==> src/rtl/minterm_fn_unit.sv <==
// minterm_fn_unit: decodes an IN_W-bit input to a one-hot minterm vector and
// ORs the minterms selected by each output's mask, with a 2-stage pipeline.
// Ports:
//   clk, reset (async, active-high)
//   in_valid, inp                 -> evaluation input
//   out_valid, fn_out, onehot     <- evaluation result, latency 2
//   cfg_start, cfg_sel            -> begin loading the mask of output cfg_sel
//   cfg_bit_valid, cfg_bit        -> serial mask bits, minterm 0 first
//   cfg_busy, cfg_done, cfg_err   <- load status
module minterm_fn_unit #(
    parameter int IN_W = 4,
    parameter int NOUT = 3,
    parameter logic [NOUT*(2**IN_W)-1:0] DEF_MASK =
        {16'hC08B, 16'h440C, 16'h4CC8}
) (
    input  logic                                 clk,
    input  logic                                 reset,
    input  logic                                 in_valid,
    input  logic [IN_W-1:0]                      inp,
    output logic                                 out_valid,
    output logic [NOUT-1:0]                      fn_out,
    output logic [(2**IN_W)-1:0]                 onehot,
    input  logic                                 cfg_start,
    input  logic [((NOUT>1)?$clog2(NOUT):1)-1:0] cfg_sel,
    input  logic                                 cfg_bit_valid,
    input  logic                                 cfg_bit,
    output logic                                 cfg_busy,
    output logic                                 cfg_done,
    output logic                                 cfg_err
);

    localparam int NM = 2**IN_W;
    localparam int SW = (NOUT > 1) ? $clog2(NOUT) : 1;
    localparam int CW = $clog2(NM) + 1;

    typedef enum logic [1:0] {
        IDLE,
        SHIFT,
        COMMIT
    } cfg_state_e;

    cfg_state_e      state_q;
    logic [SW-1:0]   sel_q;
    logic [CW-1:0]   cnt_q;
    logic [NM-1:0]   sr_q;
    logic [NM-1:0]   mask_q [NOUT];
    logic            busy_q;
    logic            done_q;
    logic            err_q;

    logic            s1_v_q;
    logic [NM-1:0]   s1_oh_q;
    logic [NM-1:0]   s1_oh_d;
    logic            ov_q;
    logic [NOUT-1:0] fn_q;
    logic [NOUT-1:0] fn_d;
    logic [NM-1:0]   oh_q;

    // One-hot decode of the input.
    always_comb begin
        s1_oh_d = '0;
        s1_oh_d[inp] = 1'b1;
    end

    // Stage 2 reads the registered masks, so a commit only affects results
    // computed after the commit edge.
    always_comb begin
        fn_d = '0;
        for (int k = 0; k < NOUT; k++) begin
            fn_d[k] = |(s1_oh_q & mask_q[k]);
        end
    end

    always_ff @(posedge clk or posedge reset) begin
        if (reset) begin
            s1_v_q  <= 1'b0;
            s1_oh_q <= '0;
            ov_q    <= 1'b0;
            fn_q    <= '0;
            oh_q    <= '0;
        end else begin
            s1_v_q <= in_valid;
            if (in_valid) begin
                s1_oh_q <= s1_oh_d;
            end
            ov_q <= s1_v_q;
            if (s1_v_q) begin
                oh_q <= s1_oh_q;
                fn_q <= fn_d;
            end
        end
    end

    always_ff @(posedge clk or posedge reset) begin
        if (reset) begin
            state_q <= IDLE;
            sel_q   <= '0;
            cnt_q   <= '0;
            sr_q    <= '0;
            busy_q  <= 1'b0;
            done_q  <= 1'b0;
            err_q   <= 1'b0;
            for (int k = 0; k < NOUT; k++) begin
                mask_q[k] <= DEF_MASK[k*NM +: NM];
            end
        end else begin
            done_q <= 1'b0;
            err_q  <= 1'b0;
            unique case (state_q)
                IDLE: begin
                    if (cfg_start) begin
                        if (32'(cfg_sel) < NOUT) begin
                            sel_q   <= cfg_sel;
                            cnt_q   <= '0;
                            busy_q  <= 1'b1;
                            state_q <= SHIFT;
                        end else begin
                            err_q <= 1'b1;
                        end
                    end
                end
                SHIFT: begin
                    if (cfg_bit_valid) begin
                        sr_q[cnt_q[CW-2:0]] <= cfg_bit;
                        cnt_q <= cnt_q + 1'b1;
                        if (cnt_q == CW'(NM - 1)) begin
                            state_q <= COMMIT;
                        end
                    end
                end
                COMMIT: begin
                    mask_q[sel_q] <= sr_q;
                    done_q  <= 1'b1;
                    busy_q  <= 1'b0;
                    state_q <= IDLE;
                end
                default: begin
                    state_q <= IDLE;
                end
            endcase
        end
    end

    assign out_valid = ov_q;
    assign fn_out    = fn_q;
    assign onehot    = oh_q;
    assign cfg_busy  = busy_q;
    assign cfg_done  = done_q;
    assign cfg_err   = err_q;

endmodule

==> config.mk <==
export PLATFORM = sky130hd
export DESIGN_NAME = minterm_fn_unit
export DESIGN_NICKNAME = d
export VERILOG_FILES = /design/src/rtl/minterm_fn_unit.sv
export SDC_FILE = /design/constraint.sdc
export NUM_CORES = 1
export LEC_CHECK = 0
export ABC_CLOCK_PERIOD_IN_PS = 4100
export CAP_MARGIN = 20
export CORE_ASPECT_RATIO = 0.7
export CORE_UTILIZATION = 45
export CTS_BUF_LIST = sky130_fd_sc_hd__clkbuf_16
export CTS_CLUSTER_SIZE = 20
export DETAILED_ROUTE_END_ITERATION = 12
export GPL_TIMING_DRIVEN = 1
export MAX_ROUTING_LAYER = met4
export PLACE_DENSITY = 0.74
export SYNTH_ARGS = -nofsm -noshare
export SYNTH_HDL_FRONTEND = slang
export SYNTH_SLANG_ARGS = --single-unit
==> constraint.sdc <==
create_clock -name clk -period 4.1 [get_ports clk]
set_input_delay 0.615 -clock clk [delete_from_list [all_inputs] [get_ports clk]]
set_output_delay 0.615 -clock clk [all_outputs]
set_load 0.1 [all_outputs]
==> key figures <==
Worst hold path
  – Worst hold path class: reg2reg

Clock tree
  – Clock Pin Slew Worst Setup and Hold Paths: ~0.050 ns
  – Hold_buf cts: 0
  – Clock sink count: around 110
  – CTS resizes: 0
  – Clk buf depth: 2
  – Postcts setup bufs: 0
  – CTS tree: built
  – H-tree levels: 4
  – CTS Buf Count: 17
  – CTS Root Cell: clkbuf_16
  – Worst-skew pair later-pin latency: just over 0.4 ns

Synthesis
  – Post-synthesis adder-cell area fraction: 0.01310
  – Largest family of logic cells by synthesized area: multiplexers
  – Simple-Gate Fraction of Synth Area: 0.09170
  – Yosys reg bits: about 110
  – Synth cell count leaders: dfrtp_1, mux2_2, nor2_1, inv_1, o21ai_0
  – Yosys warnings: 0
  – Post-synth EDFFs: 0
  – Syn nets: between 300 and 400
  – Post-synth ARST share: 1.000
  – Synth cell types: 36
  – Post-Synthesis Cells: 364
  – Post-synthesis mux area share: 0.1928
  – Most frequent cell after synthesis: dfrtp_1
  – Synth area leader: dfrtp_1
  – Xor/xnor share of the synthesized area: 0
  – Synth area leaders: dfrtp_1, mux2_2, dfstp_2
  – Mapped Avg Cell Area: about 13 sq um
  – Seq/Total Area, Yosys: 0.5963
  – Post-synth top flop: dfrtp_1
  – Synth top area share: 0.5083
  – Compound-gate portion of the synthesized area: 0.07362
  – Post-synthesis cell area: around 4800 sq um

Global route
  – GRT Total Usage: 0.2074
  – Initial antenna violation count: 0
  – Largest net degree at the start of global routing: 80
  – Gr ovfl total: 0
  – Global-route wire length before repair: about 16000 microns
  – Vias in the first global route: about 3000

Final layout
  – Nets@finish: between 400 and 500
  – Storage element area: 2848 sq um
  – Share of layout cells above drive strength 1: 0.3174
  – Layout fillers: just over 800
  – ANT cells: 0
  – Post-Layout Inst Area: 5834 sq um
  – Multi-input logic area: approximately 1800 sq um
  – Synth-to-Final Area Change: 22.16%

Worst setup path
  – CP top delay family: buffers and inverters
  – Critical Path RT: between 3 and 4 ns
  – Crit path capture: onehot[6]
  – CP Class: reg2out
  – Launch point of the worst reg-to-reg path: state_q[0]
  – Crit path from: onehot[6]
  – Crit path DAT: between 1.5 and 2 ns
  – Max incr delay on CP: 1.14 ns
  – R2r setup slk: around 2.1 ns
  – Worst-path cell with the longest stage delay: clkdlybuf4s50_1
  – Type of origin of the critical path: register
  – Crit-path cells: clkdlybuf4s50_1
  – Critical Path End Type: output port
  – Crit Reg-Reg Endpoint: mask_q[28]
  – Worst Reg-to-Reg Cells: 3
  – Crit Path Max Fanout: 2
  – WP depth: 1
  – Critical path buffers and inverters: 1

STA
  – Setup_tns: 0 ns
  – Crit share post-route: 0.6161
  – RSZ-0062 raised after global routing: false
  – Rel. slew slack: 0.3446
  – Worst-Margin Slew: 0.9801 ns
  – Final hold vios: 0
  – Setup violations, final: 0
  – Clk_skew: approximately 0.0056 ns
  – Peak Freq: about 400 MHz
  – Minimum clock period: around 2.5 ns
  – Fin. max-slew vios: 0

Run
  – Max cap viols: 0

Placement
  – GP Congestion: roughly 0.85
  – Port buffer count: 34
  – Placed cell area: 5235 sq um
  – Final HPWL DP: 6660 microns

Pwr
  – Psw: a little over 1000 uW
  – Leak: roughly 0.0026 uW
  – Register share of total power: 0.429
  – Clock network power share: 0.414
  – Sw Ratio: 0.2869
  – Comb pwr share: 0.157
  – Peak supply drop: between 0.3 and 0.4 mV
  – Internal power: 2568 uW
  – Power per standard cell area: between 600 and 700 nW/um^2

Floorplan
  – Chip width: roughly 130 microns
  – Die H: 88.19 microns
  – Num ports: 35
  – Row Count: 31
  – Die area: between 10000 and 15000 sq um
  – Initial Utilization: 0.4629
  – Core Box Area: about 10000 sq um

Outcome
  – Outcome: finished clean

Routing
  – Antenna-violating nets left: 0
  – Post-route DRC: 0
  – Via/cell ratio: between 5 and 6
  – Starting DRT DRC Count: ~310
  – Total Wirelength: slightly below 10000 microns
  – Drt wl/cell: approximately 18 microns
  – Detailed Routing Iterations Pass 1: 6
  – Via count: a little over 3000
cell type report:
class,count,area share
Tap cell,132,0.02831
Clock inverter,15,0.02981
Inverter,23,0.01523
Multi-Input combinational cell,216,0.3039
Clock buffer,17,0.07291
Timing Repair Buffer,35,0.06176
Sequential cell,113,0.4881
sequential cells by signal (all words and copies together), names as in the netlist:
| name | count |
|---|---|
| sr_q | 16 |
| fn_out | 3 |
| cfg_err | 1 |
| cnt_q | 5 |
| s1_v_q | 1 |
| state_q | 2 |
| cfg_done | 1 |
| sel_q | 2 |
| out_valid | 1 |
| onehot | 16 |
| s1_oh_q | 16 |
| mask_q | 48 |
| cfg_busy | 1 |
layer usage:
layer	vias to the layer above	track usage	wire length (microns)
met1	1570	0.3001	5051
met2	71	0.2793	4312
li1	1394	-	-
met3	12	0.04582	447
met5	-	-	0
met4	0	0.08537	127
worst min path at each step:
| stage | from | endpoint | slack (ns) | depth (start not counted) |
|---|---|---|---|---|
| CTS | onehot[15] | onehot[15] | 0.51 | 1 |
| detailed placement | onehot[15] | onehot[15] | 0.50 | 1 |
| floorplan | s1_v_q | out_valid | 0.42 | 0 |
| global route | mask_q[31] | mask_q[31] | 0.52 | 1 |
| global placement | onehot[9] | onehot[9] | 0.49 | 1 |
| finish | onehot[9] | onehot[9] | 0.50 | 1 |
power by group through the flow:
stage	registers (uW)	logic [uW]	clock network [uW]
global placement	1540	548	0
floorplan	1570	361	0
global route	1580	617	1560
detailed placement	1560	565	0
CTS	1540	569	1500
finish	1540	565	1490
metrics by stage:
step / instances / worst slack [ns] / util / total power, uW / hold WS, ns
global route: 551 / 1.532 / 0.5655 / 3753 / 0.5229
detailed placement: 519 / 1.896 / 0.5074 / 2121 / 0.4962
floorplan: 364 / 0.5241 / - / 1934 / 0.4244
finish: 551 / 1.574 / 0.5655 / 3601 / 0.5030
CTS: 551 / 1.558 / 0.5655 / 3616 / 0.5077
global placement: 519 / 1.946 / 0.5074 / 2091 / 0.4892
logic make-up after synthesis:
kind of cell,count (synthesis)
DFF,113
AOI/OAI and AO/OA,51
muxes,82
and+or+nand+nor,78
adders and majority gates,5
buffers and inverters,35
layout by cell type (no fill, tap or decap), drive strengths merged, types with 2 or more instances in the layout:
cell type and instances:
a21oi 5, a221oi 9, a22o 9, a22oi 6, a31oi 2, a41oi 3, and3 5, bufinv 4
clkbuf 17, clkdlybuf4s50 34, clkinv 8, clkinvlp 2, dfrtp 97, dfstp 16, ha 5, inv 24
mux2 80, mux2i 2, nand2 11, nand2b 3, nand3 10, nand4 7, nor2 25, nor2b 4
nor3 5, nor3b 3, o21ai 17
Note: power is estimated with default switching activity, not from simulation.
